`config.mk`:
```
export PLATFORM = sky130hd
export DESIGN_NAME = port_uart_tx
export DESIGN_NICKNAME = d
export VERILOG_FILES = /design/src/rtl/port_uart_tx.sv
export SDC_FILE = /design/constraint.sdc
export NUM_CORES = 1
export LEC_CHECK = 0
export CELL_PAD_IN_SITES_DETAIL_PLACEMENT = 1
export CELL_PAD_IN_SITES_GLOBAL_PLACEMENT = 1
export CORE_ASPECT_RATIO = 1.25
export CORE_MARGIN = 3
export CORE_UTILIZATION = 47
export CTS_CLUSTER_SIZE = 12
export DETAILED_ROUTE_END_ITERATION = 6
export DONT_BUFFER_PORTS = 1
export GPL_TIMING_DRIVEN = 0
export PLACE_DENSITY_LB_ADDON = 0.15
export SYNTH_ARGS = -nofsm -noshare
export SYNTH_HDL_FRONTEND = slang
export SYNTH_SLANG_ARGS = --single-unit
```
`constraint.sdc`:
```
create_clock -name clk -period 2.7 [get_ports clk]
set_input_delay 0.81 -clock clk [delete_from_list [all_inputs] [get_ports clk]]
set_output_delay 0.81 -clock clk [all_outputs]
set_load 0.03 [all_outputs]
```
`src/rtl/port_uart_tx.sv`:
```
// port_uart_tx
//   Output-port UART transmitter. Bytes written by the core through its 8-bit
//   output port are queued in a small FIFO and sent as 8N1 serial, LSB first.
//   A registered status byte goes back to the core's input port so software
//   can poll for space before writing.
//
// Ports
//   clk       system clock, rising edge
//   rst       asynchronous, active-high reset
//   out_port  byte from the core's output port register
//   out_we    one-cycle strobe: out_port holds a new byte
//   ovf_clr   clears the sticky overflow flag
//   tx        serial line, idles high
//   status    {count[3:0] (saturated at 15), ovf, busy, empty, full}
module port_uart_tx #(
  parameter int CLKS_PER_BIT = 16,
  parameter int FIFO_DEPTH   = 4
) (
  input  logic       clk,
  input  logic       rst,
  input  logic [7:0] out_port,
  input  logic       out_we,
  input  logic       ovf_clr,
  output logic       tx,
  output logic [7:0] status
);

  localparam int AW   = $clog2(FIFO_DEPTH);
  localparam int CW   = $clog2(CLKS_PER_BIT);
  localparam int CNTW = AW + 1;
  localparam logic [CW-1:0]   BAUD_LAST = CW'(CLKS_PER_BIT - 1);
  localparam logic [CNTW-1:0] DEPTH_CNT = CNTW'(FIFO_DEPTH);

  typedef enum logic [1:0] {IDLE, START, DATA, STOP} state_t;

  state_t          state_q;
  logic [7:0]      mem_q [FIFO_DEPTH];
  logic [AW-1:0]   wr_ptr_q, rd_ptr_q;
  logic [CNTW-1:0] count_q, count_d;
  logic [CW-1:0]   baud_q;
  logic [2:0]      bit_idx_q;
  logic [7:0]      shift_q;
  logic            tx_q, busy_q, ovf_q, ovf_d, full_q, empty_q;
  logic [3:0]      cnt_sat_q, cnt_sat_d;
  logic            pop, push, drop;

  // A pop frees a slot on the same edge, so a full FIFO can still accept.
  assign pop  = (state_q == IDLE) && (count_q != '0);
  assign push = out_we && ((count_q != DEPTH_CNT) || pop);
  assign drop = out_we && !push;

  always_comb begin
    count_d = count_q;
    case ({push, pop})
      2'b10:   count_d = count_q + CNTW'(1);
      2'b01:   count_d = count_q - CNTW'(1);
      default: count_d = count_q;
    endcase
  end

  // A new overflow wins over a simultaneous clear.
  always_comb begin
    ovf_d = ovf_q;
    if (drop)         ovf_d = 1'b1;
    else if (ovf_clr) ovf_d = 1'b0;
  end

  // Status count field saturates at 15 regardless of FIFO depth.
  if (CNTW > 4) begin : g_cnt_sat
    assign cnt_sat_d = (count_d > CNTW'(15)) ? 4'hF : count_d[3:0];
  end else if (CNTW == 4) begin : g_cnt_eq
    assign cnt_sat_d = count_d;
  end else begin : g_cnt_pad
    assign cnt_sat_d = {{(4-CNTW){1'b0}}, count_d};
  end

  // FIFO storage: no reset, contents are dead once the pointers clear.
  always_ff @(posedge clk) begin
    if (push) mem_q[wr_ptr_q] <= out_port;
  end

  always_ff @(posedge clk or posedge rst) begin
    if (rst) begin
      wr_ptr_q  <= '0;
      rd_ptr_q  <= '0;
      count_q   <= '0;
      ovf_q     <= 1'b0;
      full_q    <= 1'b0;
      empty_q   <= 1'b1;
      cnt_sat_q <= 4'h0;
    end else begin
      if (push) wr_ptr_q <= wr_ptr_q + AW'(1);
      if (pop)  rd_ptr_q <= rd_ptr_q + AW'(1);
      count_q   <= count_d;
      ovf_q     <= ovf_d;
      full_q    <= (count_d == DEPTH_CNT);
      empty_q   <= (count_d == '0);
      cnt_sat_q <= cnt_sat_d;
    end
  end

  // Transmit FSM; tx and busy are registered alongside the state.
  always_ff @(posedge clk or posedge rst) begin
    if (rst) begin
      state_q   <= IDLE;
      baud_q    <= '0;
      bit_idx_q <= '0;
      shift_q   <= '0;
      tx_q      <= 1'b1;
      busy_q    <= 1'b0;
    end else begin
      case (state_q)
        IDLE: begin
          tx_q   <= 1'b1;
          baud_q <= '0;
          if (pop) begin
            shift_q <= mem_q[rd_ptr_q];
            state_q <= START;
            tx_q    <= 1'b0;
            busy_q  <= 1'b1;
          end
        end
        START: begin
          if (baud_q == BAUD_LAST) begin
            baud_q    <= '0;
            bit_idx_q <= '0;
            state_q   <= DATA;
            tx_q      <= shift_q[0];
          end else begin
            baud_q <= baud_q + CW'(1);
          end
        end
        DATA: begin
          if (baud_q == BAUD_LAST) begin
            baud_q <= '0;
            if (bit_idx_q == 3'd7) begin
              state_q <= STOP;
              tx_q    <= 1'b1;
            end else begin
              bit_idx_q <= bit_idx_q + 3'd1;
              shift_q   <= {1'b0, shift_q[7:1]};
              tx_q      <= shift_q[1];
            end
          end else begin
            baud_q <= baud_q + CW'(1);
          end
        end
        STOP: begin
          if (baud_q == BAUD_LAST) begin
            baud_q  <= '0;
            state_q <= IDLE;
            busy_q  <= 1'b0;
          end else begin
            baud_q <= baud_q + CW'(1);
          end
        end
        default: begin
          state_q <= IDLE;
          tx_q    <= 1'b1;
          busy_q  <= 1'b0;
        end
      endcase
    end
  end

  assign tx     = tx_q;
  assign status = {cnt_sat_q, ovf_q, busy_q, empty_q, full_q};

endmodule

```
==> results.md <==
* Ys flop type: edfxtp_1
* Average footprint of a synthesized cell at 12.7 sq um
* Hpwl dp at 4.19 mm
* Ys async rst share at 0.475
* Grt met2 use at 0.309
* Sequential area share after synthesis at 0.548
* Grt ovf at 0
* Crit path time final at 2580 ps
* Setup_tns at 0 ps
* Pins Over Slew Limit at 0
* Hold WC Path Type: reg2reg
* H-tree depth at 3
* Critical path startpoint: state_q[0]$_DFFE_PP0P_
* Global-route wire length before repair at 10.2 mm
* Bufs and invs on worst path at 2
* Cell Pwr Density at 1280 mW/mm^2
* Number of global-route vias before repair at 2,076
* N_diodes at 0
* Placer Congestion at 0.778
* Worst Path Required at 2960 ps
* Nets@finish at 283
* Syn Nets at 268
* Root Buffer: clkbuf_8
* CP Class: reg2reg
* Hold Fails Final Rpt at 0
* Clk Latency, worst-skew pair at 340 ps
* Via density at 5.49
* Mapped Cells at 243
* CTS tree: done
* Via Count at 1,911
* GRT Util Overall at 0.178
* GRT met1 Usage at 0.205
* Die Span X at 78.4 microns
* Synth Warn # at 0
* Final Setup Violations at 0
* Reg2Reg Launch Point: state_q[0]$_DFFE_PP0P_
* Period Utilization, post-route at 0.956
* Die height at 96.6 microns
* CP delay by family, top: simple AND/OR/NAND/NOR gates
* Hold_sp: baud_q[0]$_DFF_PP0_
* Final ANT Viol Nets at 0
* Slowest cell on crit path: or3b_2
* Yosys top cell area share at 0.312
* Clk_skew at 10.8 ps
* Worst VDD drop at 0.000570 V
* Core area at 0.00629 sq mm
* Total CTS buffers at 9
* CP max stage delay at 500 ps
* Leakage power at 1.38 nW
* CTS Sinks at 61
* Standard-cell rows at 32
* Pre-antenna DRT Iters at 4
* Peak Freq at 388 MHz
* Layout cells sized above 1 at 0.308
* Synth top area cells: edfxtp_1 (31%), dfrtp_1 (22%), mux2_2 (6.2%)
* DP Area at 0.00319 sq mm
* Synth top cells by count: edfxtp_1 (32), dfrtp_1 (27), inv_1 (21)
* Layout fillers at 649
* #FFs+latches synth at 61
* Clk pin slew, worst setup/hold paths at 70 ps
* Port bufs at 0
* Syn Std Cell Area at 0.00308 sq mm
* Area grow syn2layout at 14.0%
* Routed wire length per instance at 17.5 microns
* Design area at 0.00352 sq mm
* # IOs at 21
* Critical Path Fanout Max at 10
* Rel. slew slack at 0.207
* Setup crit end kind: flop
* RSZ-0062 raised after global routing: false
* Max cap viols at 0
* Cell with the most instances after synthesis: edfxtp_1
* Slew @ Worst Pin at 1190 ps
* Initial antenna violation count at 0
* Met3 Use GR at 0.0464
* Status: finished clean
* CP Data Arrival Time at 2840 ps
* Total Routed Length at 6.09 mm
* Crit-path cells: inv_2 -> ha_4 -> buf_8 -> o31ai_4 -> or2_2 -> fa_2 -> or3b_2 -> and3_1 -> a211oi_1
* Crit path launch type: flop
* Number of synthesized flops with an enable pin at 32
* Cell type with the largest total area after synthesis: edfxtp_1
* Longest Clk Path Bufs at 2
* Total die area at 0.00757 sq mm
* Remaining DRCs at 0
* Number of library cell types mapped by synthesis at 53
* Pin count of the biggest net entering global routing at 30
* Initial DRC count at 81
* Flop2flop setup slack at 120 ps
* GRT Max-Usage Layer: met2
* Starting Density at 0.490
[per-layer routing]
layer  vias up  routed length [microns]
li1        925                        -
met1       955                     2610
met2        24                     3210
met3         7                      188
met4         0                       84
met5         -                        0
[report_power, final]
part | switching [W] | total, W | internal, W
Sequential | 0.000211 | 0.00151 | 0.00130
Combinational | 0.00107 | 0.00197 | 0.000900
Clock | 0.000391 | 0.00101 | 0.000617
Total | 0.00168 | 0.00450 | 0.00282
[worst paths after layout]
path / endpoint / depth (start not counted)
max in group asynchronous: cnt_sat_q[2]$_DFF_PP0_ / 1
worst min register to register: baud_q[0]$_DFF_PP0_ / 1
min in group asynchronous: ovf_q$_DFFE_PP0P_ / 1
worst min-delay path: baud_q[0]$_DFF_PP0_ / 1
worst max-delay path: empty_q$_DFF_PP1_ / 9
worst max register to register: empty_q$_DFF_PP1_ / 9
[flip-flops by register name, summed over array words and instances, names as in the netlist]
signal and cells:
busy_q 1, bit_idx_q 3, shift_q 8, state_q 2, wr_ptr_q 2, mem_q 32, full_q 1, cnt_sat_q 3
ovf_q 1, tx 1, rd_ptr_q 2, baud_q 4, empty_q 1
[layout make-up]
| type | count | area, sq um | area share |
|---|---|---|---|
| timing repair buffer | 4 | 30.0 | 0.00854 |
| buffer | 19 | 131 | 0.0374 |
| sequential | 61 | 1690 | 0.481 |
| clock buffer | 9 | 124 | 0.0352 |
| tap | 85 | 106 | 0.0302 |
| clock inverter | 7 | 124 | 0.0352 |
| multi-input combinational | 141 | 1230 | 0.349 |
| inverter | 22 | 82.6 | 0.0235 |
[through the flow]
step                      std cells  total power (W)  setup WS [ps]  hold slack, ps  utilization
after detailed placement        328          0.00339           -341             492        0.508
after CTS                       346          0.00448           3.72             499        0.555
after global placement          328          0.00330           -331             484        0.508
final                           348          0.00450            120             492        0.559
after global routing            348          0.00480           20.3             534        0.559
after floorplan                 243          0.00298           6.61             458            -
[timing repair]
item / CTS / global route
buffers inserted: 2 / 2
pin swaps: 0 / 3
endpoints found under the setup margin: 3 / 1
hold buffers: 0 / 0
gates resized for setup: 9 / 3
[logic make-up after synthesis]
logic type / synth area share
AO/OA/AOI/OAI: 0.135
adder cells (fa/ha/maj): 0.0552
flip-flops: 0.548
multiplexers: 0.0759
XOR/XNOR: 0.0170
AND/OR/NAND/NOR: 0.102
buffers and inverters: 0.0662
other: 0.00122
[placed cells by master, fill, tap and decap left out, types with 3 or more instances in the layout]
cell type / count
a21oi_1: 3
and2_1: 4
buf_2: 6
buf_4: 11
bufinv_16: 3
clkbuf_1: 3
clkbuf_8: 9
clkinv_4: 3
dfrtp_1: 26
edfxtp_1: 32
ha_1: 11
inv_1: 19
mux2_2: 17
nand2_1: 5
nand2b_1: 9
nand3_1: 6
nand4_1: 4
nor2_1: 3
o2111ai_1: 10
o21ai_0: 9
o22ai_1: 7
o22ai_2: 7
or2_2: 5
xnor2_1: 3
xor2_1: 3
Note: power is estimated with default switching activity, not from simulation.
